<file path="src/rtl/audioport_pkg.sv">
// rtl/audioport_pkg.sv - shared constants and sample type for the audio port
package audioport_pkg;

    localparam int AUDIO_FIFO_DEPTH         = 8;
    localparam int AUDIO_FIFO_LOW_WATERMARK = 2;
    localparam int AUDIO_FIFO_LEVEL_W       = $clog2(AUDIO_FIFO_DEPTH) + 1;
    localparam int AUDIO_SAMPLE_W           = 24;

    typedef struct packed {
        logic [AUDIO_SAMPLE_W-1:0] left;
        logic [AUDIO_SAMPLE_W-1:0] right;
    } stereo_sample_t;

endpackage

</file>
<file path="src/rtl/audio_fifo_mem.sv">
// rtl/audio_fifo_mem.sv - stereo register array, synchronous write, combinational read
module audio_fifo_mem
    import audioport_pkg::*;
#(
    parameter int DEPTH = AUDIO_FIFO_DEPTH,
    localparam int AW   = $clog2(DEPTH)
) (
    input  logic           clk,
    input  logic           rst_n,
    input  logic           we,
    input  logic [AW-1:0]  waddr,
    input  stereo_sample_t wdata,
    input  logic [AW-1:0]  raddr,
    output stereo_sample_t rdata
);

    stereo_sample_t mem [DEPTH];

    // Cleared on reset so a stale entry can never reach the serializer.
    always_ff @(posedge clk or negedge rst_n) begin
        if (!rst_n) begin
            for (int i = 0; i < DEPTH; i++) begin
                mem[i] <= '0;
            end
        end else if (we) begin
            mem[waddr] <= wdata;
        end
    end

    assign rdata = mem[raddr];

endmodule

</file>
<file path="src/rtl/audio_fifo_unit.sv">
// rtl/audio_fifo_unit.sv - stereo FIFO feeding the I2S serializer (option: AUDIO_FIFO_HOLD_LAST_EN)
module audio_fifo_unit
    import audioport_pkg::*;
#(
    parameter int FIFO_DEPTH    = AUDIO_FIFO_DEPTH,
    parameter int LOW_WATERMARK = AUDIO_FIFO_LOW_WATERMARK,
    localparam int AW           = $clog2(FIFO_DEPTH),
    localparam int LVW          = $clog2(FIFO_DEPTH) + 1
) (
    input  logic            clk,
    input  logic            rst_n,
    input  logic            play_in,
    input  logic            cfg_in,
    input  logic            push_in,
    input  logic [23:0]     audio0_in,
    input  logic [23:0]     audio1_in,
    input  logic            req_in,
    output logic [23:0]     audio0_out,
    output logic [23:0]     audio1_out,
    output logic [LVW-1:0]  level_out,
    output logic            full_out,
    output logic            empty_out,
    output logic            refill_out,
    output logic            overflow_out,
    output logic            underflow_out
);

    localparam logic [LVW-1:0] DEPTH_L = LVW'(FIFO_DEPTH);
    localparam logic [LVW-1:0] LOW_L   = LVW'(LOW_WATERMARK);

    logic [AW-1:0]  wptr;
    logic [AW-1:0]  rptr;
    logic           play_q;
    logic           flush;
    logic           pop_ok;
    logic           push_ok;
    logic           pop_empty;
    logic           push_drop;
    logic [LVW-1:0] level_next;
    stereo_sample_t rdata;
    stereo_sample_t wdata;

    assign wdata.left  = audio0_in;
    assign wdata.right = audio1_in;

    audio_fifo_mem #(.DEPTH(FIFO_DEPTH)) u_mem (
        .clk   (clk),
        .rst_n (rst_n),
        .we    (push_ok),
        .waddr (wptr),
        .wdata (wdata),
        .raddr (rptr),
        .rdata (rdata)
    );

    // A full FIFO still accepts a push when a pop frees the slot in the same cycle.
    always_comb begin
        flush      = cfg_in | (play_q & ~play_in);
        pop_ok     = req_in & play_in & ~empty_out & ~flush;
        pop_empty  = req_in & play_in & empty_out & ~flush;
        push_ok    = push_in & (~full_out | pop_ok) & ~flush;
        push_drop  = push_in & ~push_ok & ~flush;
        level_next = level_out;
        if (flush) begin
            level_next = '0;
        end else if (push_ok && !pop_ok) begin
            level_next = level_out + LVW'(1);
        end else if (pop_ok && !push_ok) begin
            level_next = level_out - LVW'(1);
        end
    end

    always_ff @(posedge clk or negedge rst_n) begin
        if (!rst_n) begin
            wptr          <= '0;
            rptr          <= '0;
            play_q        <= 1'b0;
            level_out     <= '0;
            full_out      <= 1'b0;
            empty_out     <= 1'b1;
            refill_out    <= 1'b0;
            overflow_out  <= 1'b0;
            underflow_out <= 1'b0;
            audio0_out    <= '0;
            audio1_out    <= '0;
        end else begin
            play_q        <= play_in;
            overflow_out  <= push_drop;
            underflow_out <= pop_empty;
            level_out     <= level_next;
            full_out      <= (level_next == DEPTH_L);
            empty_out     <= (level_next == '0);
            refill_out    <= play_in && (level_next <= LOW_L);
            if (flush) begin
                wptr       <= '0;
                rptr       <= '0;
                audio0_out <= '0;
                audio1_out <= '0;
            end else begin
                if (push_ok) begin
                    wptr <= wptr + AW'(1);
                end
                if (pop_ok) begin
                    rptr       <= rptr + AW'(1);
                    audio0_out <= rdata.left;
                    audio1_out <= rdata.right;
                end else if (pop_empty) begin
`ifdef AUDIO_FIFO_HOLD_LAST_EN
                    audio0_out <= audio0_out;
                    audio1_out <= audio1_out;
`else
                    audio0_out <= '0;
                    audio1_out <= '0;
`endif
                end
            end
        end
    end

endmodule

</file>
<file path="config.mk">
export PLATFORM = sky130hd
export DESIGN_NAME = audio_fifo_unit
export DESIGN_NICKNAME = d
export VERILOG_FILES = /design/src/rtl/audioport_pkg.sv /design/src/rtl/audio_fifo_mem.sv /design/src/rtl/audio_fifo_unit.sv
export SDC_FILE = /design/constraint.sdc
export NUM_CORES = 1
export LEC_CHECK = 0
export BUFFER_PORTS_ARGS = -buffer_cell sky130_fd_sc_hd__buf_2
export CAP_MARGIN = 0
export CORE_MARGIN = 5
export CORE_UTILIZATION = 60
export CTS_CLUSTER_DIAMETER = 40
export DETAILED_ROUTE_END_ITERATION = 8
export GPL_ROUTABILITY_DRIVEN = 0
export HOLD_SLACK_MARGIN = 0.05
export MAX_ROUTING_LAYER = met4
export PLACE_DENSITY = 0.8
export SYNTH_ARGS = -nofsm -noshare
export SYNTH_HDL_FRONTEND = slang
export SYNTH_SLANG_ARGS = --single-unit
</file>
<file path="constraint.sdc">
create_clock -name clk -period 3.4 [get_ports clk]
set_input_delay 0.34 -clock clk [delete_from_list [all_inputs] [get_ports clk]]
set_output_delay 0.34 -clock clk [all_outputs]
set_load 0.02 [all_outputs]
</file>
# Yosys cells after proc, flatten, opt, wreduce, memory -nomap -nowiden
# Index checks and enable logic that the tools add are counted.
# totals
input_bits	54
register_bits	448
wordCells	83
# classes
n_reduce_logical	10
bitwise_logic	19
order_cmp	4
n_eq_ne	1
n_addsub	4
mux	18
# ops
op	n
$bwmux 384	1
$bmux 48 s3	1
$demux 48 s3	1
$mux 48	3
$mux 24	5
$mux 3	4
$mux 4	3
$and 1x1->1	10
$ge 4x4->1 const B	2
$not 3->4	2
$add 3x1->3 const B	2
$not 1->1	5
$add 4x1->4 const B	1
$eq 4x4->1 const B	1
$le 4x2->1 const B	1
$logic_and 1x1->1	4
$logic_not 4->1	1
$lt 4x1->1 const B	1
$reduce_bool 2->1	2
$sub 4x1->4 const B	1
$reduce_bool 3->1	1
$logic_not 1->1	2
$or 1x1->1	2

# Depth between registers and ports, before layout
# Gate-level depths: netlist (run 1).
# logic_depth
word_depth	15
ltp_mapped	7
mapped_depth_nobuf	6

# Hierarchy
# Synthesis (run 1) repeated with hierarchy kept, for this count alone.
# unflattened
hier_cells	1178
hier_area_um2	19890.3
# modules_own_cells
mod	area_each_um2	n_inst	cells_each
audio_fifo_mem	17336.6	1	987
audio_fifo_unit	2553.7	1	191

# Worst setup path before layout (run 1)
# Ideal clock, no wire load.
# synth_path
path_type	reg2reg
start	register empty_out
end	register u_mem.mem[100] in the netlist's numbering
arrival_ns	1.818
stages_incl_launch_ff	8
n_path_buf	2
setup_time_ns	0.125
path_slack_ns	1.457
required_time_ns	3.275
path_cell_list	dfstp_2 > nand4bb_4 > nand2_2 > and4_4 > nand3b_2 > buf_6 > buf_6 > mux2_4
# synth_via
elab_chain_len	6
# synth_lines
item	line	text
start, declared	audio_fifo_unit.sv:22	output logic empty_out,
start signal, assigned	audio_fifo_unit.sv:92	empty_out <= (level_next == '0);
$not 1->1	audio_fifo_unit.sv:59	pop_ok = req_in & play_in & ~empty_out & ~flush;
$and 1x1->1 (2 in a row)	audio_fifo_unit.sv:59	
$or 1x1->1	audio_fifo_unit.sv:61	push_ok = push_in & (~full_out | pop_ok) & ~flush;
$and 1x1->1 (2 in a row)	audio_fifo_unit.sv:61	
end signal, assigned by index	audio_fifo_mem.sv:26	mem[waddr] <= wdata;
end, declared	audio_fifo_mem.sv:17	stereo_sample_t mem [DEPTH];
# Every way passes these cells.
# A chain may end at the register's enable or synchronous reset.

# Final worst setup path (run 1)
# layout_path
start	input port play_in
end	register u_mem.mem[176] in the netlist's numbering
# layout_via
elab_chain_len	8
word_cells_on_any_way	10
# layout_lines
item	line	text
start, declared	audio_fifo_unit.sv:12	input logic play_in,
$not 1->1	audio_fifo_unit.sv:58	flush = cfg_in | (play_q & ~play_in);
$and 1x1->1	audio_fifo_unit.sv:58	
$or 1x1->1	audio_fifo_unit.sv:58	
$not 1->1	audio_fifo_unit.sv:59, audio_fifo_unit.sv:61	
$and 1x1->1	audio_fifo_unit.sv:59	
$or 1x1->1	audio_fifo_unit.sv:61	
$and 1x1->1	audio_fifo_unit.sv:61	
$and 1x1->1 (*)	audio_fifo_unit.sv:61	
# Mark *: on every way between the ends. The rest lies on a longest branch, timed or not.

==> impl_metrics.csv, run 1 <==
group,metric,value,unit
status,outcome,"finished clean",
hold_path,hp-class,"in2reg",
synth,syn_avg_cell_area,16.2,µm²
pwr,static_power_due_to_leakage,10.9,nW
cells_and_area,syn2layout_area_growth,15.2,%
route,vias_per_cell,6.00,
route,dr.pass1.iters,5,
synth,synth_top_flop_cell,"dfrtp_1",
route,wirelength,42300,µm
cells_and_area,post_layout_nonfiller_instances,1835,
synth,part_of_the_yosys_area_used_for_sequential_elements,56.4,%
clock_tree,clock-sinks,448,
die,die_h,192,µm
clock_tree,cts_tree,"built",
pwr,p_per_area,590,nW/µm²
route,route.detailed.wl_per_inst,23.1,µm
timing,tightest_slew,952,ps
worst_setup_path,arrival,2880,ps
synth,count_of_flip_flops_with_a_built_in_enable_after_synthesis,0,
cells_and_area,finalCoreUtilization,70.2,%
route,detailroute.via_count,11000,
synth,number_of_synthesized_register_bits,448,
die,floorplan.io_pins,111,
global_route,globalRouteTotalUtil,24.7,%
clock_tree,root_buffer_master,"clkbuf_16",
worst_setup_path,timing_worst_setup_path_type,"in2reg",
clock_tree,cts_made_buffers,53,
clock_tree,cts_htree_levels,2,
route,postRouteAntennaNets,0,
global_route,grt_pass1_vias,12100,
pwr,power.ir.vdd_worst,0.340,mV
timing,setup-violations-final,0,
place,placed_cells,1732,
synth,synthesis.area,19900,µm²
synth,async_reset_ff_share,100,%
pwr,total_power,13.5,mW
timing,setup_skew_after_layout,16.0,ps
cells_and_area,nets,1405,
die,die_area,36900,µm²
die,core.rowCount,66,
timing,hold_slack,98.7,ps
timing,period_minus_slack,2460,ps
synth,netlist-cell-type-count,49,
worst_setup_path,endpoint_kind,"register",
cells_and_area,final_layout_size_suffix_gt1_share,49.9,%
die,initial_utilization,60.9,%
place,detailed_place_hpwl,24700,µm
global_route,globalRouteOverflowTotal,0,
timing,rsz0062_at_grt,"no",
synth,yosys_warnings,0,
timing,finalSetupTns,0,ps
global_route,grt_start_max_net_pins,84,
clock_tree,clock_path_buffers,3,
worst_setup_path,worst-path-max-fanout,36,
worst_setup_path,worst-endpoint-required,3830,ps
route,first_iter_violations,653,
route,dr_drc_count,0,
worst_setup_path,cp_launch_type,"input pin",
timing,final_hold_viol_count,0,
timing,relSlewSlack,36.4,%
clock_tree,clk-insertion-delay-late,560,ps
die,placeableCoreArea,32600,µm²
place,buffer_ports.inserted,110,
flow_run,maxCapViolCount,0,
synth,syn-num-nets,1287,
synth,synthesis.instances,1229,
global_route,initial_antenna_violation_count,6,
timing,final_cycle_utilization_of_the_critical_path,72.2,%
clock_tree,cts.reportedPaths.clkPinSlew,60,ps
die,die_w,192,µm
global_route,grt_first_pass_wirelength,69500,µm
timing,finalMaxSlewViolations,0,
timing,achievable-frequency,0.407,GHz
## cell usage in the layout, fill, tap and decap left out, drive strengths merged, types with 3 or more instances in the layout
cell | synthesis | layout
mux2i | 49 | 49
bufinv | 0 | 10
dfrtp | 447 | 447
nand2 | 55 | 55
clkinv | 0 | 8
mux2 | 384 | 384
nor3b | 3 | 3
xor2 | 3 | 3
xnor2 | 3 | 3
inv | 3 | 8
a21oi | 5 | 5
mux4 | 96 | 96
nand3 | 4 | 4
diode | 0 | 7
ha | 4 | 4
clkbuf | 22 | 70
nor3 | 4 | 4
o21ai | 50 | 50
nor2 | 13 | 13
buf | 61 | 144
## final timing paths
kind,startpoint,to,slack [ps],cells after the start
setup / recovery,play_in,u_mem.mem[176]$_DFFE_PN0P_,940,8
hold / removal,audio1_in[11],u_mem.mem[299]$_DFFE_PN0P_,100,2
setup reg to reg,empty_out$_DFF_PN1_,refill_out$_DFF_PN0_,960,6
hold reg to reg,audio1_out[19]$_DFFE_PN0P_,audio1_out[19]$_DFFE_PN0P_,470,2
max in group asynchronous,rst_n,u_mem.mem[329]$_DFFE_PN0P_,2070,3
min in group asynchronous,rst_n,u_mem.mem[12]$_DFFE_PN0P_,400,2
## critical path, cell delays in order
cell	delay, ps
dlygate4sd3_1	520
buf_2	200
inv_1	110
a21oi_4	230
nand4b_4	220
nor3b_4	250
buf_4	560
mux2_2	410
## kinds of logic after synthesis
family / synth area share (%)
adder cells (fa/ha/maj): 0.252
buffers and inverters: 2.57
multiplexers: 36.2
flip-flops: 56.4
AND/OR/NAND/NOR: 2.54
AO/OA/AOI/OAI: 1.72
XOR/XNOR: 0.264
## final cells by class
class                           instances  area [µm²]
Timing Repair Buffer                  146         973
Multi-Input combinational cell        695        8210
Fill cell                            2092        9730
Clock inverter                         24         399
Antenna cell                            7        17.5
Clock buffer                           70        1500
Sequential cell                       448       11200
Inverter                                3        11.3
Tap cell                              442         553
## sequential cells by signal (all words and copies together) (netlist names), 3 cells and up
name,flops
rptr,3
audio1_out,24
audio0_out,24
level_out,4
u_mem.mem,384
wptr,3
## timing repair
action,in CTS,in global routing
hold buffers,2,0
endpoints found under the hold margin,75,0
setup buffers,0,0
gates resized for setup,0,0
## through the flow
step,setup slack [ps],area (µm²)
final,945,22900
after global routing,784,22900
after CTS,965,22900
after detailed placement,884,21000
after global placement,970,21000
after floorplan,1460,19900
## synthesized netlist by cell type (5+ instances only)
cell type / n / area, µm²
mux2_1: 39 / 439
mux2_2: 285 / 3210
mux2_4: 60 / 901
nand2_1: 53 / 199
mux2i_1: 49 / 490
mux4_2: 96 / 2160
buf_2: 31 / 155
dfrtp_1: 447 / 11200
nor2_1: 13 / 48.8
clkbuf_1: 22 / 82.6
o21ai_0: 50 / 250
buf_4: 10 / 75.1
buf_6: 15 / 169
buf_1: 5 / 18.8
## layer usage
metal,track usage (%),wire (µm),up-vias
met4,5.10,559,0
met1,35.6,19700,5937
li1,-,-,4793
met3,4.07,1730,55
met2,38.2,20400,225
met5,-,0,-
## power breakdown
group          leakage [nW]  internal (mW)  switching, mW
Clock                 0.933           3.86           2.19
Sequential             5.99           5.89          0.281
Combinational          3.94          0.749          0.545
Total                  10.9           10.5           3.01
No activity file was read; power rests on OpenSTA's default activity.
==> inputs of run 2 (changes only) <==
--- a/config.mk
+++ b/config.mk
@@ -8,13 +8,13 @@
 export BUFFER_PORTS_ARGS = -buffer_cell sky130_fd_sc_hd__buf_2
 export CAP_MARGIN = 0
 export CORE_MARGIN = 5
-export CORE_UTILIZATION = 60
+export CORE_UTILIZATION = 55
 export CTS_CLUSTER_DIAMETER = 40
 export DETAILED_ROUTE_END_ITERATION = 8
 export GPL_ROUTABILITY_DRIVEN = 0
 export HOLD_SLACK_MARGIN = 0.05
 export MAX_ROUTING_LAYER = met4
-export PLACE_DENSITY = 0.8
+export PLACE_DENSITY = 0.77
 export SYNTH_ARGS = -nofsm -noshare
 export SYNTH_HDL_FRONTEND = slang
 export SYNTH_SLANG_ARGS = --single-unit
==> constraint.sdc (replaced) <==
create_clock -name clk -period 2.1 [get_ports clk]
set_input_delay 0.21 -clock clk [delete_from_list [all_inputs] [get_ports clk]]
set_output_delay 0.21 -clock clk [all_outputs]
set_load 0.02 [all_outputs]
==> run 2 against run 1 <==
  * First-iteration DRC count up 11%
  * Critical path depth decreased by 2
  * Wire length rose by 5.4%
  * Via count up 3.7%
  * Combinational power increased by 78%
  * Core utilization decreased by 2.5 points
  * Clock-buffer cell count increased by 3
  * Final cell count is 6.4% higher
  * Power up 63%
  * Worst setup slack got worse by 880 ps
  * Die area up 8.6%
  * Non-clock buffer count rose by 96
  * Largest power group unchanged
==> impl_metrics.csv, run 2 (synthesis gave the netlist of run 1 again) <==
group,metric,value,unit
global_route,grt_pass1_vias,12700,
place,buffer_ports.inserted,110,
route,route.detailed.wl_per_inst,22.9,µm
global_route,globalRouteTotalUtil,23.9,%
worst_setup_path,reg_to_reg_endpoint,"u_mem.mem[172]$_DFFE_PN0P_",
cells_and_area,layout.cells.most_common_list,"dfrtp_1, mux2_2, buf_2, mux4_2, mux2_4",
cells_and_area,syn2layout_area_growth,21.5,%
route,postRouteAntennaNets,0,
worst_setup_path,cp_launch_type,"register",
timing,relSlewSlack,61.9,%
clock_tree,cts_made_buffers,56,
clock_tree,cts_tree,"built",
route,dr.pass1.iters,5,
timing,setup-violations-final,0,
route,first_iter_violations,725,
hold_path,hp-class,"in2reg",
cells_and_area,area_of_combinational_cells_with_multiple_inputs,8230,µm²
worst_setup_path,timing_worst_setup_path_type,"reg2reg",
pwr,p_per_area,913,nW/µm²
hold_path,hold_path_startpoint,"cfg_in",
worst_setup_path,arrival,2500,ps
pwr,static_power_due_to_leakage,11.4,nW
timing,setup_skew_after_layout,21.2,ps
timing,final_cycle_utilization_of_the_critical_path,96.8,%
cells_and_area,fillers,2361,
worst_setup_path,endpoint_kind,"register",
route,wirelength,44600,µm
timing,finalSetupTns,0,ps
cells_and_area,final-seq-area,11200,µm²
worst_setup_path,worst-path-max-fanout,25,
worst_setup_path,r2r.worst_path.cells,6,
clock_tree,root_buffer_master,"clkbuf_16",
place,dpl_cell_area,21600,µm²
timing,rsz0062_at_grt,"no",
cells_and_area,final_cell_area,24100,µm²
die,initial_utilization,55.7,%
worst_setup_path,worst-endpoint-required,2560,ps
hold_path,worst_hold_path.endpoint,"underflow_out$_DFF_PN0_",
clock_tree,clk-insertion-delay-late,600,ps
timing,final_hold_viol_count,0,
pwr,power.ir.vdd_worst,0.776,mV
cells_and_area,reg_top3,"u_mem.mem x384, audio0_out x24, audio1_out x24",
die,die_w,200,µm
clock_tree,clock_path_buffers,3,
clock_tree,cts.reportedPaths.clkPinSlew,60,ps
die,placeableCoreArea,35700,µm²
timing,period_minus_slack,2030,ps
status,outcome,"finished clean",
global_route,grt_first_pass_wirelength,72400,µm
worst_setup_path,reg_to_reg_startpoint,"empty_out$_DFF_PN1_",
hold_path,hold_crit_depth,3,
flow_run,maxCapViolCount,0,
global_route,initial_antenna_violation_count,2,
place,detailed_place_hpwl,26900,µm
cells_and_area,most_frequent_standard_cell_in_the_layout_excluding_fill_and_tap_cells,"dfrtp_1",
route,dr_drc_count,0,
cells_and_area,largest_register_ffs,384,
timing,achievable-frequency,0.492,GHz
clock_tree,cts_htree_levels,2,
cells_and_area,registers.top_by_ff_count,"u_mem.mem",
worst_setup_path,regToRegSetupSlack,70,ps
global_route,grt_start_max_net_pins,51,
die,floorplan.io_pins,111,
timing,finalMaxSlewViolations,0,
route,vias_per_cell,5.85,
cells_and_area,final_layout_size_suffix_gt1_share,50.1,%
route,detailroute.via_count,11400,
timing,tightest_slew,571,ps
cells_and_area,nets,1504,
pwr,total_power,22.0,mW
die,die_h,200,µm
die,core.rowCount,69,
clock_tree,clock-sinks,448,
die,die_area,40000,µm²
global_route,globalRouteOverflowTotal,0,
run 2: power breakdown:
part	switching (mW)	internal (mW)
logic	0.958	1.34
clock network	3.71	6.02
registers	0.476	9.54
run 2: how the worst max path moves through the flow:
stage | start | endpoint
after floorplan | empty_out$_DFF_PN1_ | u_mem.mem[100]$_DFFE_PN0P_
after global placement | cfg_in | refill_out$_DFF_PN0_
after detailed placement | cfg_in | refill_out$_DFF_PN0_
after CTS | empty_out$_DFF_PN1_ | refill_out$_DFF_PN0_
after global routing | empty_out$_DFF_PN1_ | full_out$_DFF_PN0_
final | empty_out$_DFF_PN1_ | u_mem.mem[172]$_DFFE_PN0P_
run 2: cell type report:
type,count,share of cell area [%]
Timing Repair Buffer,242,9.09
Tap cell,461,2.39
Sequential cell,448,46.5
Multi-Input combinational cell,695,34.1
Antenna cell,2,0.0207
Clock buffer,73,6.36
Inverter,3,0.0466
Clock inverter,29,1.52
run 2: worst max-delay path, cell delays in order, from the launching register on:
cell,delay (ps)
dfstp_2,370
nand4bb_4,230
nand2_4,150
nand4b_4,190
nor3b_4,340
buf_12,260
mux2_2,370
run 2: stage by stage:
step,util (%),hold WS (ps),cells,setup slack (ps)
6_report,67.7,90.7,1953,66.3
5_1_grt,67.7,93.1,1953,1.40
4_1_cts,67.4,53.9,1946,24.4
3_5_place_dp,60.7,161,1793,-30.5
3_3_place_gp,60.7,165,1793,-69.3
2_1_floorplan,-,-85.6,1229,157
run 2: per-layer routing:
metal,vias up,wire length (µm),part of all wire (%),GRT usage [%]
met3,65,1880,4.2,3.68
met4,0,750,1.7,5.26
li1,4994,-,-,-
met1,6117,20100,45,33.4
met2,243,21900,49,37.8
met5,-,0,0,-
run 2: repair_timing:
item                                   4_1_cts  5_1_grt
hold buffers                                51        0
setup buffers                                0        3
cloned                                       0        2
gates resized for setup                      1        4
endpoints found under the hold margin      632        0
setup endpoints to repair                    1       80
pin swaps                                    0        1
